`src/rtl/stream_pkg.sv`:
```
// Shared stream defaults (beat width, packing ratio) and the lane-index width helper
// used by the stream FIFO blocks and the upsizer.
package stream_pkg;

  localparam int STREAM_IN_WIDTH = 8;
  localparam int STREAM_RATIO    = 4;

  // A single-lane stream still needs a 1-bit index to keep vectors legal.
  function automatic int lane_idx_width(input int ratio);
    return (ratio > 1) ? $clog2(ratio) : 1;
  endfunction

endpackage

```
`src/rtl/stream_upsizer.sv`:
```
// Packs RATIO narrow input beats little-endian into one wide output word; in_last
// flushes a partial word early, with out_keep marking the lanes actually filled.
module stream_upsizer
  import stream_pkg::*;
#(
  parameter int IN_WIDTH  = STREAM_IN_WIDTH,
  parameter int RATIO     = STREAM_RATIO,
  parameter int OUT_WIDTH = IN_WIDTH * RATIO
) (
  input  logic                 clk,
  input  logic                 rst_n,
  input  logic [IN_WIDTH-1:0]  in_data,
  input  logic                 in_valid,
  input  logic                 in_last,
  output logic                 in_ready,
  output logic [OUT_WIDTH-1:0] out_data,
  output logic [RATIO-1:0]     out_keep,
  output logic                 out_last,
  output logic                 out_valid,
  input  logic                 out_ready
);

  localparam int CNT_WIDTH = lane_idx_width(RATIO);

  logic [CNT_WIDTH-1:0]             r_cnt;
  logic [RATIO-1:0][IN_WIDTH-1:0]   r_acc;
  logic [RATIO-1:0][IN_WIDTH-1:0]   r_out_data;
  logic [RATIO-1:0]                 r_out_keep;
  logic                             r_out_last;
  logic                             r_out_valid;

  logic                             w_in_fire;
  logic                             w_out_fire;
  logic                             w_complete;
  logic [RATIO-1:0]                 w_lane_sel;
  logic [RATIO-1:0]                 w_keep;
  logic [RATIO-1:0][IN_WIDTH-1:0]   w_word;

  assign in_ready   = ~r_out_valid | out_ready;
  assign w_in_fire  = in_valid & in_ready;
  assign w_out_fire = r_out_valid & out_ready;
  assign w_complete = in_last | (r_cnt == CNT_WIDTH'(RATIO - 1));

  // Outgoing word: accumulated lanes below cnt, current beat in lane cnt, zero above.
  genvar gi;
  for (gi = 0; gi < RATIO; gi++) begin : g_lane
    assign w_lane_sel[gi] = (r_cnt == CNT_WIDTH'(gi));
    assign w_keep[gi]     = (CNT_WIDTH'(gi) <= r_cnt);
    assign w_word[gi]     = w_lane_sel[gi] ? in_data :
                            (w_keep[gi] ? r_acc[gi] : '0);
  end

  always_ff @(posedge clk or negedge rst_n) begin
    if (!rst_n) begin
      r_cnt <= '0;
      r_acc <= '0;
    end else if (w_in_fire) begin
      if (w_complete) begin
        r_cnt <= '0;
        r_acc <= '0;
      end else begin
        r_cnt        <= r_cnt + CNT_WIDTH'(1);
        r_acc[r_cnt] <= in_data;
      end
    end
  end

  // A completing beat may load while the previous word drains, keeping full rate.
  always_ff @(posedge clk or negedge rst_n) begin
    if (!rst_n) begin
      r_out_valid <= 1'b0;
      r_out_data  <= '0;
      r_out_keep  <= '0;
      r_out_last  <= 1'b0;
    end else if (w_in_fire && w_complete) begin
      r_out_valid <= 1'b1;
      r_out_data  <= w_word;
      r_out_keep  <= w_keep;
      r_out_last  <= in_last;
    end else if (w_out_fire) begin
      r_out_valid <= 1'b0;
    end
  end

  assign out_valid = r_out_valid;
  assign out_data  = r_out_data;
  assign out_keep  = r_out_keep;
  assign out_last  = r_out_last;

endmodule

```
`config.mk`:
```
export PLATFORM = sky130hd
export DESIGN_NAME = stream_upsizer
export DESIGN_NICKNAME = d
export VERILOG_FILES = /design/src/rtl/stream_pkg.sv /design/src/rtl/stream_upsizer.sv
export SDC_FILE = /design/constraint.sdc
export NUM_CORES = 1
export LEC_CHECK = 0
export ABC_AREA = 1
export CAP_MARGIN = 20
export CORE_ASPECT_RATIO = 0.7
export CORE_UTILIZATION = 35
export DETAILED_ROUTE_END_ITERATION = 6
export HOLD_SLACK_MARGIN = 0.02
export SYNTH_ARGS = -nofsm -noshare
export SYNTH_HDL_FRONTEND = slang
export SYNTH_SLANG_ARGS = --single-unit
```
`constraint.sdc`:
```
create_clock -name clk -period 2.7 [get_ports clk]
set_input_delay 0.675 -clock clk [delete_from_list [all_inputs] [get_ports clk]]
set_output_delay 0.675 -clock clk [all_outputs]
set_load 0.05 [all_outputs]
```
# Yosys cells after proc, flatten, opt, wreduce, memory -nomap -nowiden
# Cells that the tools add are included.
# op_classes
n_lt_le_gt_ge	6
n_reduce_logical	4
mul	0
n_addsub	1
n_mux	15
eq_ne	3
bitwise	5
div	0
shift	0
# ops
cell	n
$mux 8	9
$bwmux 32	1
$mux 32	1
$demux 8 s2	1
$eq 2x2->1 const B	2
$le 1x2->1 const A	2
$le 2x2->1 const A	2
$lt 2x3->1 const B	1
$add 2x1->2 const B	1
$and 1x1->1	2
$eq 2x1->1 const B	1
$ge 2x1->1 const B	1
$logic_and 1x1->1	2
$logic_not 2->1	1
$mux 1	2
$mux 2	1
$or 1x1->1	2
$reduce_bool 2->1	1
$not 1->1	1
# word_totals
mem_bits_ro	0
out_inout_bits	39
mem_count	0
ram_bits	0
reg_bits	72
word_cells	46
latchBits	0

# Depth between registers and ports, before layout
# logic_depth
word_depth	6
ltp_mapped	9
depth_no_buf	8

# Worst setup path before layout
# OpenSTA, ideal clock, no wires.
# synth_timing
kind	register -> register
startpoint	register r_out_valid (netlist: out_valid)
endpoint	register r_out_data (netlist bit out_data[0])
path_stages_with_launch	7
arrival_time_ps	1646
path_slack_ps	988
n_path_buf	2
t_required_ps	2634
period_less_slack_ps	1712
path_cell_list	dfrtp_1 > nand2_2 > nand3_1 > buf_2 > buf_6 > nand2_1 > nand2_1
# synth_between
elab_chain_len	4
# synth_rtl
item	line	rtl
start, declared	stream_upsizer.sv:30	logic r_out_valid;
start signal, assigned	stream_upsizer.sv:71	r_out_valid <= 1'b0;
start signal, assigned	stream_upsizer.sv:76	r_out_valid <= 1'b1;
start signal, assigned	stream_upsizer.sv:81	r_out_valid <= 1'b0;
$not 1->1	stream_upsizer.sv:39	assign in_ready = ~r_out_valid | out_ready;
$or 1x1->1	stream_upsizer.sv:39	
net in_ready	stream_upsizer.sv:15	output logic in_ready,
$and 1x1->1	stream_upsizer.sv:40	assign w_in_fire = in_valid & in_ready;
$logic_and 1x1->1	stream_upsizer.sv:75	end else if (w_in_fire && w_complete) begin
end signal, assigned	stream_upsizer.sv:77	r_out_data <= w_word;
end, declared	stream_upsizer.sv:27	logic [RATIO-1:0][IN_WIDTH-1:0] r_out_data;
# The timed path passes the listed nets, and every way through them passes these cells.
# A chain may end at the register's enable or synchronous reset.

# Worst setup path in the final report
# layout_timing
startpoint	register r_out_valid (netlist: out_valid)
endpoint	output port out_valid
# layout_lines
item	line	rtl
end, declared	stream_upsizer.sv:19	output logic out_valid,
# No word-level cell between the ends.

==> metrics.md <==
| Metric | Value |
|---|---|
| Pwr dens | `897 nW/um^2` |
| Hold buffers post-CTS | `0` |
| CTS Sinks | `between 60 and 70` |
| Initial antenna violation count | `0` |
| Die Ht | `81.9 um` |
| Most frequent cells in the layout | `nand2_1 (264), dfrtp_1 (64), clkdlybuf4s50_1 (49)` |
| RSZ-0062 raised after global routing | `no` |
| Tmin final | `roughly 2.2 ns` |
| Reg-to-reg slack, setup | `around 0.82 ns` |
| Post-CTS setup buffers | `0` |
| Total GRT Usage | `approximately 20%` |
| Largest area contributor in the netlist | `dfrtp_1` |
| Syn Inst Count | `440` |
| Met3 Use GR | `between 6 and 7%` |
| Crit path launch | `out_valid` |
| Sequential area share after synthesis | `50.2%` |
| Slew Limit Fails | `0` |
| Global route hottest layer | `met2` |
| Peak supply drop | `468 uV` |
| Drt total wl | `8110 um` |
| Starting density of the core | `between 30% and 40%` |
| Initial DRC count | `between 150 and 200` |
| Total core area | `~8700 sq um` |
| Final setup fails | `0` |
| Worst reg-to-reg path cell count | `7` |
| Slew margin rel. | `between 60% and 70%` |
| Synth Net Count | `between 400 and 500` |
| Element type at the critical path end | `output port` |
| Slowest-stage cell, CP | `clkdlybuf4s50_1` |
| Die width | `116 um` |
| Max-Cap Viols | `0` |
| Total negative slack | `0 ns` |
| Finished Layout Cells | `~620` |
| Share of cells above drive strength 1 | `under 10%` |
| Gr ovfl total | `0` |
| Post-DP HPWL | `roughly 5500 um` |
| First-pass GRT wire length | `13700 um` |
| Routability cong. | `around 0.8` |
| Reg2reg end | `r_acc[10]` |
| Lkg Pwr | `0.00221 uW` |
| FP Rows | `28` |
| Post-DR wirelength/cell | `around 13 um` |
| Yosys top cell area share | `roughly half` |
| Critical path, cell by cell | `clkdlybuf4s50_1` |
| Worst Path Buf+Inv | `1` |
| Met1 Use GR | `roughly a quarter` |
| Run status | `complete, no violations` |
| Clk slew on worst S/H paths | `roughly 0.050 ns` |
| PortBufs | `51` |
| Period utilization | `83.2%` |
| Vias in the first global route | `2779` |
| HP Class | `input port to asynchronous set/reset pin` |
| Clk Latency, worst-skew pair | `0.33 ns` |
| Critical path required time | `between 2 and 2.5 ns` |
| CTS buffer count | `9` |
| Clk root buf | `clkbuf_16` |
| DRC Markers | `0` |
| Vias | `roughly 2800` |
| F_max | `about 0.45 GHz` |
| Placed Cells | `602` |
| Syn Std Cell Area | `around 3200 sq um` |
| Yosys warns | `0` |
| Design Power | `3710 uW` |
| Avg Cell Area, Syn | `about 7.3 sq um` |
| CP Max Fanout | `3` |
| CTS tree | `built` |
| Synth area leaders | `dfrtp_1 (50%), nand2_1 (31%), nor2_1 (3.9%)` |
| Hold Vio Cnt, Final | `0` |
| Vias per cell | `about 4.6` |
| Worst Skew | `between 0.006 and 0.007 ns` |
| TritonRoute pass-1 iters | `6` |
| Max H-tree Level | `3` |
| Die Footprint | `around 9500 sq um` |
| Most common cell after layout, fill and taps aside | `nand2_1` |
| #FFs+latches synth | `64` |
| # diodes | `0` |
| CP arrival | `approximately 1.6 ns` |
| Post-CTS sizing | `0` |
| Largest net degree at the start of global routing | `39` |
| Met2 Usage GRT | `between 30% and 40%` |
| Top delay family on crit path | `buffers and inverters` |
| Maximum clock path buffer count | `2` |
| Synth unique cells | `15` |
| Layout area overhead | `29.6%` |
| NumNets Final | `roughly 510` |
| Final ANT Viol Nets | `0` |
| Crit path kind | `flop to output port` |
| Startpoint types | `flop` |
| Worst slew pin tran | `between 0.5 and 0.6 ns` |
| Critical path's largest stage delay | `about 0.83 ns` |
| Worst flop-to-flop path startpoint | `r_cnt[1]` |
| IO Count | `between 50 and 60` |
layer usage:
metal	share of wire, %	up-vias	routed length, um
met5	0	-	0
met4	1.0	0	85
met3	4.5	10	364
met2	43	71	3520
met1	51	1303	4140
li1	-	1435	-
through the flow:
step           instance area [sq um]  hold slack, ns  util, %  setup slack (ns)
2_1_floorplan                   3190           0.379        -             0.988
3_3_place_gp                    3830           0.446     44.3             0.552
3_5_place_dp                    3830           0.450     44.3             0.507
4_1_cts                         4140           0.351     47.8             0.438
5_1_grt                         4140           0.380     47.8             0.413
6_report                        4140           0.335     47.8             0.454
worst register-to-register path, delay by kind of cell, from the launching register on:
| family | cells | cell delay, ns |
|---|---|---|
| DFF | 1 | 0.45 |
| buffers and inverters | 2 | 0.26 |
| and+or+nand+nor | 4 | 0.64 |
| adders and majority gates | 1 | 0.42 |
cell usage after synthesis, drive strengths merged:
cell and n:
dfrtp 64, nand3 24, buf 14, o21ai 2
a21oi 1, inv 18, nand2 269, ha 8
clkbuf 3, nor2 37
sequential cells by signal (all words and copies together) (netlist names):
register   cells
out_valid      1
r_cnt          2
r_acc         24
out_keep       4
out_data      32
out_last       1
final cells by class:
class | instances | area [sq um]
sequential | 64 | 1600
timing repair buffer | 59 | 588
clock buffer | 13 | 260
inverter | 18 | 67.6
clock inverter | 3 | 40.0
fill | 902 | 4520
tap | 120 | 150
multi-input combinational | 341 | 1430
power breakdown:
group          internal, uW  total, uW  switching (uW)
Clock                   762       1170             406
Sequential             1130       1240             105
Combinational           400       1300             903
logic make-up after synthesis:
family                     synth area share (%)
AOI/OAI and AO/OA                         0.824
DFF                                        50.2
adders and majority gates                  3.14
and+or+nand+nor                            40.8
buffers and inverters                      5.06
worst max-delay path by stage:
stage,depth (start not counted),to,slack [ns]
after CTS,1,out_valid,0.44
after detailed placement,6,r_acc[10],0.51
after global placement,6,r_acc[20],0.55
after floorplan,6,out_data[0],0.99
final,1,out_valid,0.45
after global routing,1,out_valid,0.41
Note: power is estimated with default switching activity, not from simulation.
